==> config.mk <==
export PLATFORM = sky130hd
export DESIGN_NAME = ultrasonic_scan_scheduler
export DESIGN_NICKNAME = d
export VERILOG_FILES = /design/src/rtl/ultrasonic_scan_scheduler.sv
export SDC_FILE = /design/constraint.sdc
export NUM_CORES = 1
export LEC_CHECK = 0
export CORE_MARGIN = 1
export CORE_UTILIZATION = 23
export DETAILED_ROUTE_END_ITERATION = 10
export PLACE_DENSITY_LB_ADDON = 0.15
export SKIP_LAST_GASP = 1
export SYNTH_ARGS = -nofsm -noshare
export SYNTH_HDL_FRONTEND = slang
export SYNTH_SLANG_ARGS = --single-unit
==> constraint.sdc <==
create_clock -name PCLK -period 6.72 [get_ports PCLK]
set_input_delay 0.672 -clock PCLK [delete_from_list [all_inputs] [get_ports PCLK]]
set_output_delay 0.672 -clock PCLK [all_outputs]
set_load 0.02 [all_outputs]
==> src/rtl/ultrasonic_scan_scheduler.sv <==
// Round-robin scheduler for NUM_CH HC-SR04-class sensors on one shared trigger/echo/cm datapath.
// Each shot runs trigger, echo timing, cm conversion, result hold and an inter-shot guard.
module ultrasonic_scan_scheduler #(
  parameter int unsigned NUM_CH      = 4,
  parameter int unsigned TRIG_CYC    = 1000,
  parameter int unsigned US_CYC      = 100,
  parameter int unsigned CM_US       = 58,
  parameter int unsigned MAX_CM      = 400,
  parameter int unsigned RISE_TO_CYC = 3_000_000,
  parameter int unsigned GUARD_CYC   = 6_000_000,
  localparam int unsigned CW         = $clog2(NUM_CH),
  localparam int unsigned DW         = $clog2(MAX_CM + 1)
) (
  input  logic              PCLK,
  input  logic              PRESET,
  input  logic              enable_i,
  input  logic              oneshot_i,
  input  logic [NUM_CH-1:0] ch_mask_i,
  input  logic [NUM_CH-1:0] echo_i,
  output logic [NUM_CH-1:0] trig_o,
  output logic              busy_o,
  output logic              res_valid_o,
  output logic [CW-1:0]     res_ch_o,
  output logic [DW-1:0]     res_dist_o,
  output logic              res_err_o,
  input  logic [CW-1:0]     rd_ch_i,
  output logic [DW-1:0]     rd_dist_o,
  output logic              rd_err_o
);

  localparam int unsigned CNT_MAX_A = (TRIG_CYC > RISE_TO_CYC) ? TRIG_CYC : RISE_TO_CYC;
  localparam int unsigned CNT_MAX   = (CNT_MAX_A > GUARD_CYC) ? CNT_MAX_A : GUARD_CYC;
  localparam int unsigned CNTW      = $clog2(CNT_MAX + 1);
  localparam int unsigned USW       = $clog2(US_CYC + 1);
  localparam int unsigned TKW       = $clog2(CM_US + 1);

  typedef enum logic [2:0] {
    S_IDLE,
    S_SELECT,
    S_TRIG,
    S_WAIT_RISE,
    S_MEASURE,
    S_GUARD
  } state_e;

  state_e              state_q, state_d;
  logic [CW-1:0]       cur_q, cur_d;
  logic [CNTW-1:0]     cnt_q, cnt_d;
  logic [USW-1:0]      us_q, us_d;
  logic [TKW-1:0]      tk_q, tk_d;
  logic [DW-1:0]       cm_q, cm_d;
  logic [NUM_CH-1:0]   pending_q, pending_d;
  logic [NUM_CH-1:0]   trig_q, trig_d;
  logic                busy_q;
  logic                res_valid_q;
  logic [CW-1:0]       res_ch_q;
  logic [DW-1:0]       res_dist_q;
  logic                res_err_q;
  logic [NUM_CH-1:0]   echo_s1_q, echo_s2_q, echo_s3_q;
  logic [DW-1:0]       hold_dist_q [NUM_CH];
  logic                hold_err_q  [NUM_CH];

  logic [NUM_CH-1:0]   cand_c;
  logic                found_c;
  logic [CW-1:0]       next_c;
  logic                rise_c, fall_c;
  logic                us_wrap_c, cm_inc_c;
  logic                done_c;
  logic [DW-1:0]       done_dist_c;
  logic                done_err_c;

  // Edges are taken on the synchronised echo of the channel being measured
  assign rise_c    = echo_s2_q[cur_q] & ~echo_s3_q[cur_q];
  assign fall_c    = ~echo_s2_q[cur_q] & echo_s3_q[cur_q];
  assign us_wrap_c = (us_q == USW'(US_CYC - 1));
  assign cm_inc_c  = us_wrap_c && (tk_q == TKW'(CM_US - 1));

  // Next channel: first candidate strictly after cur, wrapping back to cur last
  always_comb begin
    cand_c  = enable_i ? (ch_mask_i | pending_q) : pending_q;
    found_c = 1'b0;
    next_c  = cur_q;
    for (int unsigned i = 1; i <= NUM_CH; i++) begin
      if (!found_c && cand_c[CW'((32'(cur_q) + i) % NUM_CH)]) begin
        found_c = 1'b1;
        next_c  = CW'((32'(cur_q) + i) % NUM_CH);
      end
    end
  end

  always_comb begin
    state_d     = state_q;
    cur_d       = cur_q;
    cnt_d       = cnt_q + CNTW'(1);
    us_d        = us_q;
    tk_d        = tk_q;
    cm_d        = cm_q;
    done_c      = 1'b0;
    done_dist_c = '0;
    done_err_c  = 1'b0;
    unique case (state_q)
      S_IDLE: begin
        cnt_d = '0;
        if ((enable_i && (ch_mask_i != '0)) || (pending_q != '0)) state_d = S_SELECT;
      end
      S_SELECT: begin
        cnt_d = '0;
        if (found_c) begin
          cur_d   = next_c;
          state_d = S_TRIG;
        end else begin
          state_d = S_IDLE;
        end
      end
      S_TRIG: begin
        if (cnt_q == CNTW'(TRIG_CYC - 1)) begin
          cnt_d   = '0;
          state_d = S_WAIT_RISE;
        end
      end
      S_WAIT_RISE: begin
        if (rise_c) begin
          state_d = S_MEASURE;
          us_d    = '0;
          tk_d    = '0;
          cm_d    = '0;
        end else if (cnt_q == CNTW'(RISE_TO_CYC - 1)) begin
          done_c     = 1'b1;
          done_err_c = 1'b1;
        end
      end
      S_MEASURE: begin
        cnt_d = '0;
        us_d  = us_wrap_c ? '0 : us_q + USW'(1);
        if (us_wrap_c) tk_d = (tk_q == TKW'(CM_US - 1)) ? '0 : tk_q + TKW'(1);
        // The current cycle's increment counts toward a fall result; fall beats overflow
        if (fall_c) begin
          done_c      = 1'b1;
          done_dist_c = (cm_inc_c && (cm_q != DW'(MAX_CM))) ? cm_q + DW'(1) : cm_q;
        end else if (cm_inc_c) begin
          if (cm_q == DW'(MAX_CM)) begin
            done_c      = 1'b1;
            done_dist_c = DW'(MAX_CM);
            done_err_c  = 1'b1;
          end else begin
            cm_d = cm_q + DW'(1);
          end
        end
      end
      S_GUARD: begin
        if (cnt_q == CNTW'(GUARD_CYC - 1)) begin
          cnt_d   = '0;
          state_d = S_SELECT;
        end
      end
      default: state_d = S_IDLE;
    endcase
    if (done_c) begin
      cnt_d   = '0;
      state_d = S_GUARD;
    end
  end

  always_comb begin
    pending_d = pending_q;
    if (done_c) pending_d[cur_q] = 1'b0;
    if (oneshot_i) pending_d = pending_d | ch_mask_i;
  end

  assign trig_d = (state_d == S_TRIG) ? (NUM_CH'(1) << cur_d) : '0;

  always_ff @(posedge PCLK or posedge PRESET) begin
    if (PRESET) begin
      state_q     <= S_IDLE;
      cur_q       <= CW'(NUM_CH - 1);
      cnt_q       <= '0;
      us_q        <= '0;
      tk_q        <= '0;
      cm_q        <= '0;
      pending_q   <= '0;
      trig_q      <= '0;
      busy_q      <= 1'b0;
      res_valid_q <= 1'b0;
      res_ch_q    <= '0;
      res_dist_q  <= '0;
      res_err_q   <= 1'b0;
      echo_s1_q   <= '0;
      echo_s2_q   <= '0;
      echo_s3_q   <= '0;
      for (int unsigned i = 0; i < NUM_CH; i++) begin
        hold_dist_q[i] <= '0;
        hold_err_q[i]  <= 1'b0;
      end
    end else begin
      state_q     <= state_d;
      cur_q       <= cur_d;
      cnt_q       <= cnt_d;
      us_q        <= us_d;
      tk_q        <= tk_d;
      cm_q        <= cm_d;
      pending_q   <= pending_d;
      trig_q      <= trig_d;
      busy_q      <= (state_d != S_IDLE);
      res_valid_q <= done_c;
      echo_s1_q   <= echo_i;
      echo_s2_q   <= echo_s1_q;
      echo_s3_q   <= echo_s2_q;
      if (done_c) begin
        res_ch_q           <= cur_q;
        res_dist_q         <= done_dist_c;
        res_err_q          <= done_err_c;
        hold_dist_q[cur_q] <= done_dist_c;
        hold_err_q[cur_q]  <= done_err_c;
      end
    end
  end

  assign trig_o      = trig_q;
  assign busy_o      = busy_q;
  assign res_valid_o = res_valid_q;
  assign res_ch_o    = res_ch_q;
  assign res_dist_o  = res_dist_q;
  assign res_err_o   = res_err_q;
  assign rd_dist_o   = hold_dist_q[rd_ch_i];
  assign rd_err_o    = hold_err_q[rd_ch_i];

endmodule

Word level (Yosys, flattened, before mapping)
Cells that the tools add are included.
W data, S select, Z words.

operators by class
  add/sub/neg operators = 8
  reductions and logical operators = 21
  equality and inequality tests = 18
  magnitude comparators = 9
  bitwise operators = 10
  multiplexer cells = 76
  shifts and indexed selects = 1

operator list
  operator                 number
  $mux W9                  12
  $mux W23                 3
  $pmux W23 S3             1
  $bwmux W36               1
  $add A23 B1 Y23 const B  1
  $eq A23 B10 Y1 const B   1
  $eq A23 B22 Y1 const B   1
  $eq A23 B23 Y1 const B   1
  $mux W1                  20
  $bmux W9 S2              1
  $demux W9 S2             1
  $mux W6                  3
  $pmux W3 S6              1
  $pmux W9 S2              1
  $mux W4                  4
  $lt A2 B3 Y1 const B     5
  $mux W3                  5
  $bmux W1 S2              7
  $mux W2                  7
  $mux W7                  2
  $pmux W7 S2              1
  $pmux W6 S2              1
  $ne A2 B2 Y1 const B     5
  $add A9 B1 Y9 const B    1
  35 further kinds         57

storage, ports and cells
  bits of input ports = 14
  output and inout port bits = 28
  word-level logic and storage cells = 167
  bits in registers = 124

Logic depth before layout (Yosys ltp)
  depth in word-level cells = 19
  depth in mapped cells = 10
  mapped depth without buffers = 9

Worst setup path after synthesis
Ideal clock, no wire load.

  kind = input port to output port
  start = input rd_ch_i[0]
  end = output rd_dist_o[0]
  path buffers = 1
  arrival = 1832 ps
  required time = 6048 ps
  path slack = 4216 ps
  cell stages on the path = 2
  path through = clkbuf_1 mux4_2

on the way
  longest elaborated chain between the ends = 4

RTL lines
  item                                        line  source
  start, declared                             26    input logic [CW-1:0] rd_ch_i,
  $not A2 Y3 (not written as such)            224   assign rd_dist_o = hold_dist_q[rd_ch_i];
  $bmux W9 S2                                 224
  $mux W9 (not written as such) (2 in a row)  224
  end, declared                               27    output logic [DW-1:0] rd_dist_o,

Every way passes these cells. The select of a mux whose other input is x is not followed.

Final worst setup path
  start = input rd_ch_i[0]
  end = output rd_dist_o[5]

The elaborated chain is that of the path after synthesis.

==> metrics.txt <==
post-CTS sizing=0; die width=around 160 µm; Port Buffer Count=41; Max-cap violations=0; vias in the first global route=around 4400; final setup vio count=0; count of unique library cells instantiated by Yosys=58; period utilisation layout=0.511; EDFF count, synth=0; pwr dens=227 nW/µm²; hold_ws=approximately 0.35 ns; Placed Cells=slightly above 900; nets=approximately 620; total track usage=0.117; Synth top area share=0.507; area of the die=26900 µm²; peak supply drop=between 0.1 and 0.15 mV; fraction of layout cells with a size suffix above 1=0.118; Main synth FF type=dfrtp_1; kind of end point of the critical path=output pin; initial antenna violation count=0; Mapped Avg Cell Area=10.8 µm²; outcome=complete, no violations; Final ANT Viol Nets=0; ant diodes=0; Post-Route WL=~14 mm; crit path kind=input pin to output pin; Synth warnings=0; Max-slew headroom=0.372; CTS Hold Bufs=0; setup bufs post-CTS=0; unrepaired setup endpoints after global routing=no; commonest non-fill, non-tap cell in the layout=dfrtp_1; Core Box Area=25500 µm²; Fillers=2624; routed vias=about 4300; total grt overflow=0; area leader, netlist=dfrtp_1; FF/Latch Area=3110 µm²; most frequent cells in the layout=dfrtp_1, nand2_1, nor2_1; worst-path cell chain=clkdlybuf4s50_1 -> mux4_2 -> clkdlybuf4s50_1; cell mode on critical path=clkdlybuf4s50_1; DR iter-0 viols=305; Syn Nets=approximately 580; io pins=42; Starting Density=0.237; Synth area leaders=dfrtp_1, mux4_2, mux2_1; clk_skew=between 0.01 and 0.015 ns; WP data required=6.05 ns; Max Fclk=~0.29 GHz; footprint of the multi-input gates=about 2800 µm²; largest net degree at the start of global routing=68; number of CTS-inserted buffers=17; fin crit period=3.43 ns; Wirelength per Cell=15.3 µm; CTS Root Buffer Type=clkbuf_16; gate count after technology mapping=557; Post-route DRC=0; vias per std cell=4.61; sequential share of the synthesized area=0.515; Crit-path slowest cell=clkdlybuf4s50_1; clk slew on worst S/H paths=0.06 ns; CP startpoint kind=input pin; HPWL Detailed=10.0 mm; post-synthesis register bit count=124; post-layout instance count excluding filler cells=938; ys async rst share=1.00; Mapped Area=roughly 6000 µm²; endpoints failing hold=0; Lkg Pwr=roughly 3.2 nW; TritonCTS clock tree=done; first-pass GRT wire length=23.9 mm; Hold/Removal Path Class=flop to flop; Worst Path Arrival=2.76 ns; Worst-Skew Late Latency=0.42 ns; CP max stage delay=0.93 ns; total negative slack=0 ns; Worst-Margin Slew=0.941 ns; RD Place Congestion=~0.81; drt first pass iters=5; H-tree depth=4; CTS Buffer Depth=2; Die Y=164 µm; Clock Sinks=between 100 and 150; CP max FO=10; Layout area overhead=21.6%; Slew Viols, Final=0; Rows=58
## sequential cells by signal (all words and copies together), names as in the netlist
name / flops
res_err_o: 1
echo_s2_q: 4
tk_q: 6
busy_o: 1
pending_q: 4
cur_q: 2
echo_s3_q: 4
hold_err_q: 4
res_ch_o: 2
cm_q: 9
res_dist_o: 9
us_q: 7
state_q: 3
echo_s1_q: 4
cnt_q: 23
trig_o: 4
res_valid_o: 1
hold_dist_q: 36
## report_power, final
part / internal (mW) / switching, mW
sequential: 0.751 / 0.00159
combinational: 0.0120 / 0.0236
clock: 0.513 / 0.364
## routing by layer
layer  share of wire  vias to the layer above  global-route usage
met5               0                        -                   0
met4           0.017                        0              0.0492
li1                -                     2079                   -
met3           0.035                       21              0.0265
met1            0.47                     2123               0.154
met2            0.47                       97               0.182
## cells in the mapped netlist (10+ instances only)
master    count
ha_1         10
mux4_2       11
dfrtp_1     122
xor2_1       14
a21oi_1      12
nand2b_1     10
a21o_1       11
xnor2_1      15
nand3_1      19
mux2_1       20
o21ai_0      42
mux2_2       13
nor2_1       51
nand2_1      55
nor3_1       10
nand4_1      10
clkbuf_1     13
## cell type report
cell class | instances | area share
flip-flops and latches | 124 | 0.424
multi-input cells | 400 | 0.380
clock buffers | 17 | 0.0581
repair buffers | 42 | 0.0570
well taps | 330 | 0.0564
clock inverters | 15 | 0.0191
inverters | 10 | 0.00546
## logic make-up after synthesis
family          Yosys count  share of synthesized area
compound gates          107                      0.115
fa+ha+maj                10                     0.0208
flops                   124                      0.515
simple gates            210                      0.182
xor+xnor                 29                     0.0422
buf+inv                  33                     0.0224
mux                      44                      0.103
## stage by stage
| stage | setup slack, ns | area, µm² | utilization | total power, mW |
|---|---|---|---|---|
| after floorplan | 2.75 | 6030 | - | 0.786 |
| after global placement | 3.27 | 6760 | 0.265 | 0.803 |
| after detailed placement | 3.22 | 6760 | 0.265 | 0.803 |
| after CTS | 3.22 | 7330 | 0.288 | 1.70 |
| after global routing | 2.89 | 7330 | 0.288 | 1.73 |
| final | 3.29 | 7330 | 0.288 | 1.67 |
## worst paths after layout
kind	cells after the start	start	slack, ns	to
max	3	rd_ch_i[0]	3.29	rd_dist_o[5]
min	0	echo_s1_q[2]	0.35	echo_s2_q[2]
max reg2reg	7	state_q[1]	3.37	cnt_q[2]
min reg2reg	0	echo_s1_q[2]	0.35	echo_s2_q[2]
max in group asynchronous	3	PRESET	4.61	res_dist_o[6]
min in group asynchronous	2	PRESET	0.75	us_q[4]
## worst max-delay path: cells and delay by family
| family | cells | cell delay (ns) |
|---|---|---|
| multiplexers | 1 | 0.60 |
| buffers and inverters | 2 | 1.48 |
Power figures use the tool's default switching activity.
